### src/rtl/vigna_fetch_queue.sv
// Instruction prefetch queue for the vigna core: sequential word fetch, DEPTH-entry {pc, inst} buffer, redirect flush.
// Optional same-cycle bypass of an empty queue is enabled by defining VIGNA_FETCH_BYPASS_EN.
module vigna_fetch_queue #(
  parameter logic [31:0] RESET_ADDR = 32'h0000_0000,
  parameter int          DEPTH      = 4,
  parameter int          CNT_W      = $clog2(DEPTH) + 1
) (
  input  logic             clk,
  input  logic             resetn,
  output logic             i_valid,
  input  logic             i_ready,
  output logic [31:0]      i_addr,
  input  logic [31:0]      i_rdata,
  output logic             inst_valid,
  input  logic             inst_ready,
  output logic [31:0]      inst,
  output logic [31:0]      inst_pc,
  input  logic             redirect,
  input  logic [31:0]      redirect_pc,
  output logic [CNT_W-1:0] count
);

  localparam int PTR_W = $clog2(DEPTH);

  typedef enum logic [1:0] {S_IDLE, S_FETCH, S_DRAIN} state_t;

  state_t           r_state;
  state_t           w_state_next;
  logic             r_valid;
  logic [31:0]      r_addr;
  logic [31:0]      r_fetch_pc;
  logic [31:0]      r_inst_mem [DEPTH];
  logic [31:0]      r_pc_mem   [DEPTH];
  logic [PTR_W-1:0] r_wptr;
  logic [PTR_W-1:0] r_rptr;
  logic [CNT_W-1:0] r_count;

  logic             w_valid_next;
  logic [31:0]      w_addr_next;
  logic [31:0]      w_tgt_next;
  logic [31:0]      w_redir_pc;
  logic             w_complete;
  logic             w_bypass;
  logic             w_head_valid;
  logic             w_pop;
  logic             w_push_q;
  logic             w_pop_q;
  logic [CNT_W-1:0] w_count_next;
  logic             w_space;

  assign w_redir_pc   = {redirect_pc[31:2], 2'b00};
  assign w_complete   = r_valid & i_ready;
  assign w_head_valid = (r_count != '0);

`ifdef VIGNA_FETCH_BYPASS_EN
  assign w_bypass = !w_head_valid && (r_state == S_FETCH) && !redirect && w_complete;
`else
  assign w_bypass = 1'b0;
`endif

  assign inst_valid = w_head_valid | w_bypass;
  assign inst       = w_bypass ? i_rdata : r_inst_mem[r_rptr];
  assign inst_pc    = w_bypass ? r_addr  : r_pc_mem[r_rptr];
  assign i_valid    = r_valid;
  assign i_addr     = r_addr;
  assign count      = r_count;

  // A bypassed word that is consumed at once never touches the queue storage.
  assign w_pop        = inst_valid & inst_ready & !redirect;
  assign w_push_q     = w_complete && (r_state == S_FETCH) && !redirect && !(w_bypass && inst_ready);
  assign w_pop_q      = w_pop && w_head_valid;
  assign w_count_next = r_count + CNT_W'(w_push_q) - CNT_W'(w_pop_q);
  assign w_space      = (w_count_next < CNT_W'(DEPTH));

  always_ff @(posedge clk) begin
    if (!resetn) r_state <= S_IDLE;
    else         r_state <= w_state_next;
  end

  always_comb begin
    w_state_next = r_state;
    case (r_state)
      S_IDLE:  w_state_next = S_FETCH;
      S_FETCH: if (redirect && r_valid && !i_ready) w_state_next = S_DRAIN;
      S_DRAIN: if (i_ready) w_state_next = S_FETCH;
      default: w_state_next = S_IDLE;
    endcase
  end

  always_comb begin
    w_valid_next = r_valid;
    w_addr_next  = r_addr;
    w_tgt_next   = redirect ? w_redir_pc : r_fetch_pc;
    case (r_state)
      S_IDLE: begin
        w_valid_next = 1'b1;
        if (redirect) w_addr_next = w_redir_pc;
      end
      S_FETCH: begin
        if (redirect) begin
          // An in-flight request must finish on the bus before the new target can go out.
          if (!(r_valid && !i_ready)) begin
            w_valid_next = 1'b1;
            w_addr_next  = w_redir_pc;
          end
        end else if (w_complete) begin
          w_addr_next  = r_addr + 32'd4;
          w_valid_next = w_space;
        end else if (!r_valid) begin
          w_valid_next = w_space;
        end
      end
      S_DRAIN: begin
        if (i_ready) begin
          w_valid_next = 1'b1;
          w_addr_next  = w_tgt_next;
        end
      end
      default: w_valid_next = 1'b0;
    endcase
  end

  always_ff @(posedge clk) begin
    if (!resetn) begin
      r_valid    <= 1'b0;
      r_addr     <= RESET_ADDR;
      r_fetch_pc <= RESET_ADDR;
      r_count    <= '0;
      r_wptr     <= '0;
      r_rptr     <= '0;
    end else begin
      r_valid    <= w_valid_next;
      r_addr     <= w_addr_next;
      r_fetch_pc <= w_tgt_next;
      if (redirect) begin
        r_count <= '0;
        r_wptr  <= '0;
        r_rptr  <= '0;
      end else begin
        r_count <= w_count_next;
        r_wptr  <= r_wptr + PTR_W'(w_push_q);
        r_rptr  <= r_rptr + PTR_W'(w_pop_q);
      end
    end
  end

  always_ff @(posedge clk) begin
    if (w_push_q) begin
      r_inst_mem[r_wptr] <= i_rdata;
      r_pc_mem[r_wptr]   <= r_addr;
    end
  end

endmodule

### config.mk
export PLATFORM = sky130hd
export DESIGN_NAME = vigna_fetch_queue
export DESIGN_NICKNAME = d
export VERILOG_FILES = /design/src/rtl/vigna_fetch_queue.sv
export SDC_FILE = /design/constraint.sdc
export NUM_CORES = 1
export LEC_CHECK = 0
export ABC_AREA = 1
export CORE_UTILIZATION = 50
export CTS_BUF_LIST = sky130_fd_sc_hd__clkbuf_4
export CTS_CLUSTER_DIAMETER = 150
export DETAILED_ROUTE_END_ITERATION = 10
export PLACE_DENSITY_LB_ADDON = 0.15
export SYNTH_ARGS = -nofsm -noshare
export SYNTH_HDL_FRONTEND = slang
export SYNTH_SLANG_ARGS = --single-unit
### constraint.sdc
create_clock -name clk -period 8.7 [get_ports clk]
set_input_delay 1.74 -clock clk [delete_from_list [all_inputs] [get_ports clk]]
set_output_delay 1.74 -clock clk [all_outputs]
set_load 0.02 [all_outputs]
### After elaboration in Yosys (flattened, before gate mapping)

Memory sizes are Yosys's and may differ from the RTL's. A register that Yosys moved wholly into a read port is not among the register bits.
Cells that the tools add are included.

* multiplexer cells: 20
* equality and inequality tests: 7
* add/subtract/negate cells: 5
* $lt $le $gt $ge: 1
* bitwise gates (word level): 4
* reduce and logical (&&, ||, !) cells: 15

Operator list (number)
* $mux 32: 6
* $pmux 32 s3: 1
* $add 32x3->32 const B: 1
* $mux 2: 4
* $mux 1: 7
* $logic_and 1x1->1: 6
* $ne 3x3->1 const B: 2
* $pmux 2 s3: 1
* $reduce_bool 3->1: 2
* $reduce_and 5->1: 1
* $add 2x1->2: 2
* $ne 2x2->1 const B: 2
* $reduce_and 2->1: 2
* $add 3x1->3: 1
* $and 1x1->1: 3
* $lt 3x3->1 const B: 1
* $pmux 1 s3: 1
* $sub 3x1->3: 1
* $eq 2x1->1 const B: 1
* $eq 2x2->1 const B: 1
* $logic_not 1->1: 2
* $logic_not 2->1: 1
* $ne 2x1->1 const B: 1
* $reduce_or 2->1: 1
* $not 1->1: 1

* register bits after elaboration: 74
* memories kept: 2
* memory bits (writable): 256
* input bits: 69
* logic and storage cells: 61
* output and inout bits: 101

Memories
* r_inst_mem: words 4, bits a word 32, read ports 1, clocked after Yosys merged registers in 1, wr ports 1, RTL line 32 `logic [31:0] r_inst_mem [DEPTH];`
* r_pc_mem: words 4, bits a word 32, read ports 1, clocked after Yosys merged registers in 1, wr ports 1, RTL line 33 `logic [31:0] r_pc_mem [DEPTH];`

### Depth between registers and ports, before layout

* word-level depth: 10
* gate-level depth with buffers: 12
* gate-level depth less buffers: 12

### Worst setup path before layout

OpenSTA, ideal clock, no wires.

* path type: input to register
* start point: input redirect
* end point: memory r_inst_mem[0][0] (enable)
* data required time: 8135 ps
* library setup time: 565 ps
* stages on the path: 5
* data arrival time: 6814 ps
* path slack: 1321 ps
* buffers on the path: 2
* cells stage by stage: buf_2 buf_2 nor3_2 inv_1 nor3_1

* word-level cells in the longest chain between the ends: 4

Ends and longest elaborated chain
* start, declared: RTL line 18 `input logic redirect,`
* $logic_not 1->1: RTL line 70 `assign w_push_q = w_complete && (r_state == S_FETCH) && !redirect && !(w_bypass && inst_ready);`
* $logic_and 1x1->1: RTL line 70
* $mux 1: RTL line 148 `if (w_push_q) begin`
* $mux 1 (implied by the code): RTL line 149 `r_inst_mem[r_wptr] <= i_rdata;`
* end, declared: RTL line 32

Every way passes these cells.

==> results.yml <==
worst_setup_path:
  reg2reg_slack_ns: 5.91
  rr_worst_depth: 6
  critical_path.max_fanout: 106
  worstPathRequired_ns: 6.96
  cp-endpoint: "inst_pc[15]"
  worstReg2RegStart: "r_state[0]"
  cp-end-kind: "primary output"
  critPathArrivalTime_ns: 3.63
  start_kind: "flip-flop"
  r2r_end: "i_addr[4]"
  critical_path.startpoint: "r_rptr[0]"
  path_class: "reg -> out"
route:
  vias_per_cell: 5.47
  drc: 0
  routed_wl_um: 32300
  num_vias: 10250
  avgRoutedWirePerCell_um: 17.2
  drtPass1Iterations: 4
  drtAntennaViolNets: 0
  drt_iter0_drc: 646
global_route:
  grt_start_max_net_pins: 107
  grt_pass1_vias: 10170
  grt_pass1_wl_um: 51700
  antenna_found_initial: 1
  track_usage_pct: 23.4
  gr-total-overflow: 0
power:
  vdd_drop_max_mv: 0.308
  p_seq_share_pct: 49.3
  pwr-share-clk_pct: 30.9
  switching_share_pct: 30.7
  p_per_area_mw_per_mm2: 241
  internal_power_mw: 2.79
  total_power_mw: 4.03
  switchingPower_mw: 1.24
  combPwrFrac_pct: 19.8
  leakagePower_nw: 5.93
clock_network:
  cts.sink_count: 330
  cts_resized: 0
  cts_hold_buf: 0
  cts_buffers: 86
  cts.clk_slew.worst_paths_ns: 0.06
  post_cts_buffers: 0
  htreeDepth: 3
  clock_latency_ns: 0.70
  cts_buffer_depth: 3
  cts_tree: "yes"
  cts_root_buf: "clkbuf_4"
sta:
  slew_headroom_pct: 27.8
  final_max_slew_viol_count: 0
  tns_ns: 0
  skew_ns: 0.0317
  fmax_ghz: 0.186
  finalSetupViolCount: 0
  min_period_over_period_pct: 61.7
  worstMarginPinSlew_ns: 1.08
  period_minus_slack_ns: 5.37
  rsz0062_at_grt: "no"
  hold_viol: 0
run_status:
  status: "completed"
place:
  gp_congestion: 0.830
  hpwl_um: 17800
  port_buffers: 167
logic_synthesis:
  synth_fp_nets: 1367
  syn-instance-count: 1289
  synthArstFlopShare_pct: 0
  yosysWarningCount: 0
  synth-edff-count: 256
  postSynthAreaPerCell_um2: 10.7
  ys_dominant_reg_cell: "edfxtp_1"
  synth-seq-cells: 330
  netlist_area_mm2: 0.0138
  synth-seq-area-share_pct: 66.4
  synth_cell_types: 40
worst_hold_path:
  worstHoldPathType: "reg -> reg"
floorplanning:
  die_h_um: 168
  core_mm2: 0.0270
  die_x_um: 168
  start_util_pct: 51.1
  ios: 170
  dieArea_mm2: 0.0283
  rows: 60
job:
  max_cap_violations: 0
layout:
  fin_nets: 1562
  syn2layout_area_growth_pct: 21.1
  layout-drive-gt1-share_pct: 11.5
  postLayoutCoreUtil_pct: 61.9
cell type report:
class | instances | area, um^2
diodes | 1 | 2.50
clock buffers | 122 | 916
clock inverters | 15 | 95.1
fillers | 2220 | 10300
inverters | 56 | 213
multi-input cells | 830 | 4130
flip-flops and latches | 330 | 9170
well taps | 341 | 427
repair buffers | 180 | 1770
power by group through the flow:
stage / combinational [mW] / sequential, mW / clock, mW
final: 0.800 / 1.99 / 1.25
after global placement: 0.778 / 2.01 / 0
after detailed placement: 0.793 / 2.02 / 0
after floorplan: 0.476 / 2.02 / 0
after global routing: 0.880 / 2.00 / 1.36
after CTS: 0.800 / 1.98 / 1.28
worst min path at each step:
stage / depth (start not counted) / start / end
final: 2 / r_fetch_pc[0] / r_fetch_pc[0]
after global routing: 2 / r_fetch_pc[1] / r_fetch_pc[1]
after CTS: 2 / r_fetch_pc[0] / r_fetch_pc[0]
after detailed placement: 2 / r_fetch_pc[1] / r_fetch_pc[1]
after global placement: 2 / r_fetch_pc[0] / r_fetch_pc[0]
after floorplan: 2 / r_fetch_pc[0] / r_fetch_pc[0]
placed cells by master, fill, tap and decap left out, drive strengths merged, types with 12 or more instances in the layout:
| cell | n |
|---|---|
| nor2 | 243 |
| dfxtp | 74 |
| nand2 | 179 |
| nor3 | 12 |
| a21boi | 22 |
| inv | 55 |
| clkinv | 12 |
| clkdlybuf4s50 | 167 |
| nand3 | 29 |
| o22ai | 69 |
| a21oi | 45 |
| a211oi | 19 |
| buf | 13 |
| o21ai | 176 |
| edfxtp | 256 |
| clkbuf | 122 |
registers in the layout (all words and copies together) (netlist names):
register    cells
count           3
i_addr         32
r_pc_mem      128
r_state         2
r_fetch_pc     32
r_rptr          2
i_valid         1
r_wptr          2
r_inst_mem    128
routing by layer:
layer | global-route usage [%] | part of all wire [%] | vias up
li1 | - | - | 4975
met1 | 30.6 | 44 | 4897
met2 | 38.4 | 48 | 324
met3 | 4.54 | 5.9 | 54
met4 | 9.45 | 2.1 | 0
met5 | 0 | 0 | -
Yosys cell counts, types with 6 or more instances:
library cell / count / share of area (%)
mux2i_1: 6 / 0.44
clkbuf_1: 50 / 1.4
o21ai_1: 12 / 0.44
nor2_2: 6 / 0.27
dfxtp_1: 74 / 11
xor2_1: 7 / 0.44
nand3_1: 29 / 1.1
buf_2: 15 / 0.54
o22ai_1: 69 / 3.1
ha_1: 8 / 0.73
nand2_2: 6 / 0.27
nor2_4: 7 / 0.57
edfxtp_1: 256 / 56
inv_1: 53 / 1.4
a21boi_0: 22 / 1.2
o21ai_0: 164 / 5.9
a21oi_1: 45 / 1.6
nor2_1: 229 / 6.2
nand2_1: 171 / 4.6
a211oi_1: 19 / 1.0
nor3_1: 10 / 0.36
critical path: stages, from the launching register on:
cell	delay [ns]
dfxtp_4	0.46
clkinv_2	0.29
buf_4	0.83
o21ai_0	0.22
o22ai_1	0.32
clkdlybuf4s50_1	0.68
kinds of logic (layout without fill, tap and decap cells):
family                   count (synthesis)  in the layout  synth area share (%)
AO/OA/AOI/OAI                          338            338                  13.8
buffers and inverters                  129            373                  3.84
XOR/XNOR                                10             10                 0.634
other                                    0              1                     0
adder cells (fa/ha/maj)                  9              9                 0.870
flip-flops                             330            330                  66.4
AND/OR/NAND/NOR                        467            467                  14.0
multiplexers                             6              6                 0.435
metrics by stage:
step,hold WS [ns],worst slack [ns],instances,instance area (um^2)
after detailed placement,0.431,4.12,1737,15700
after global routing,0.468,3.14,1875,16700
after CTS,0.441,3.35,1874,16700
after floorplan,0.417,1.32,1289,13800
after global placement,0.425,4.18,1737,15700
final,0.444,3.33,1875,16700
(Power assumes the default switching activity.)
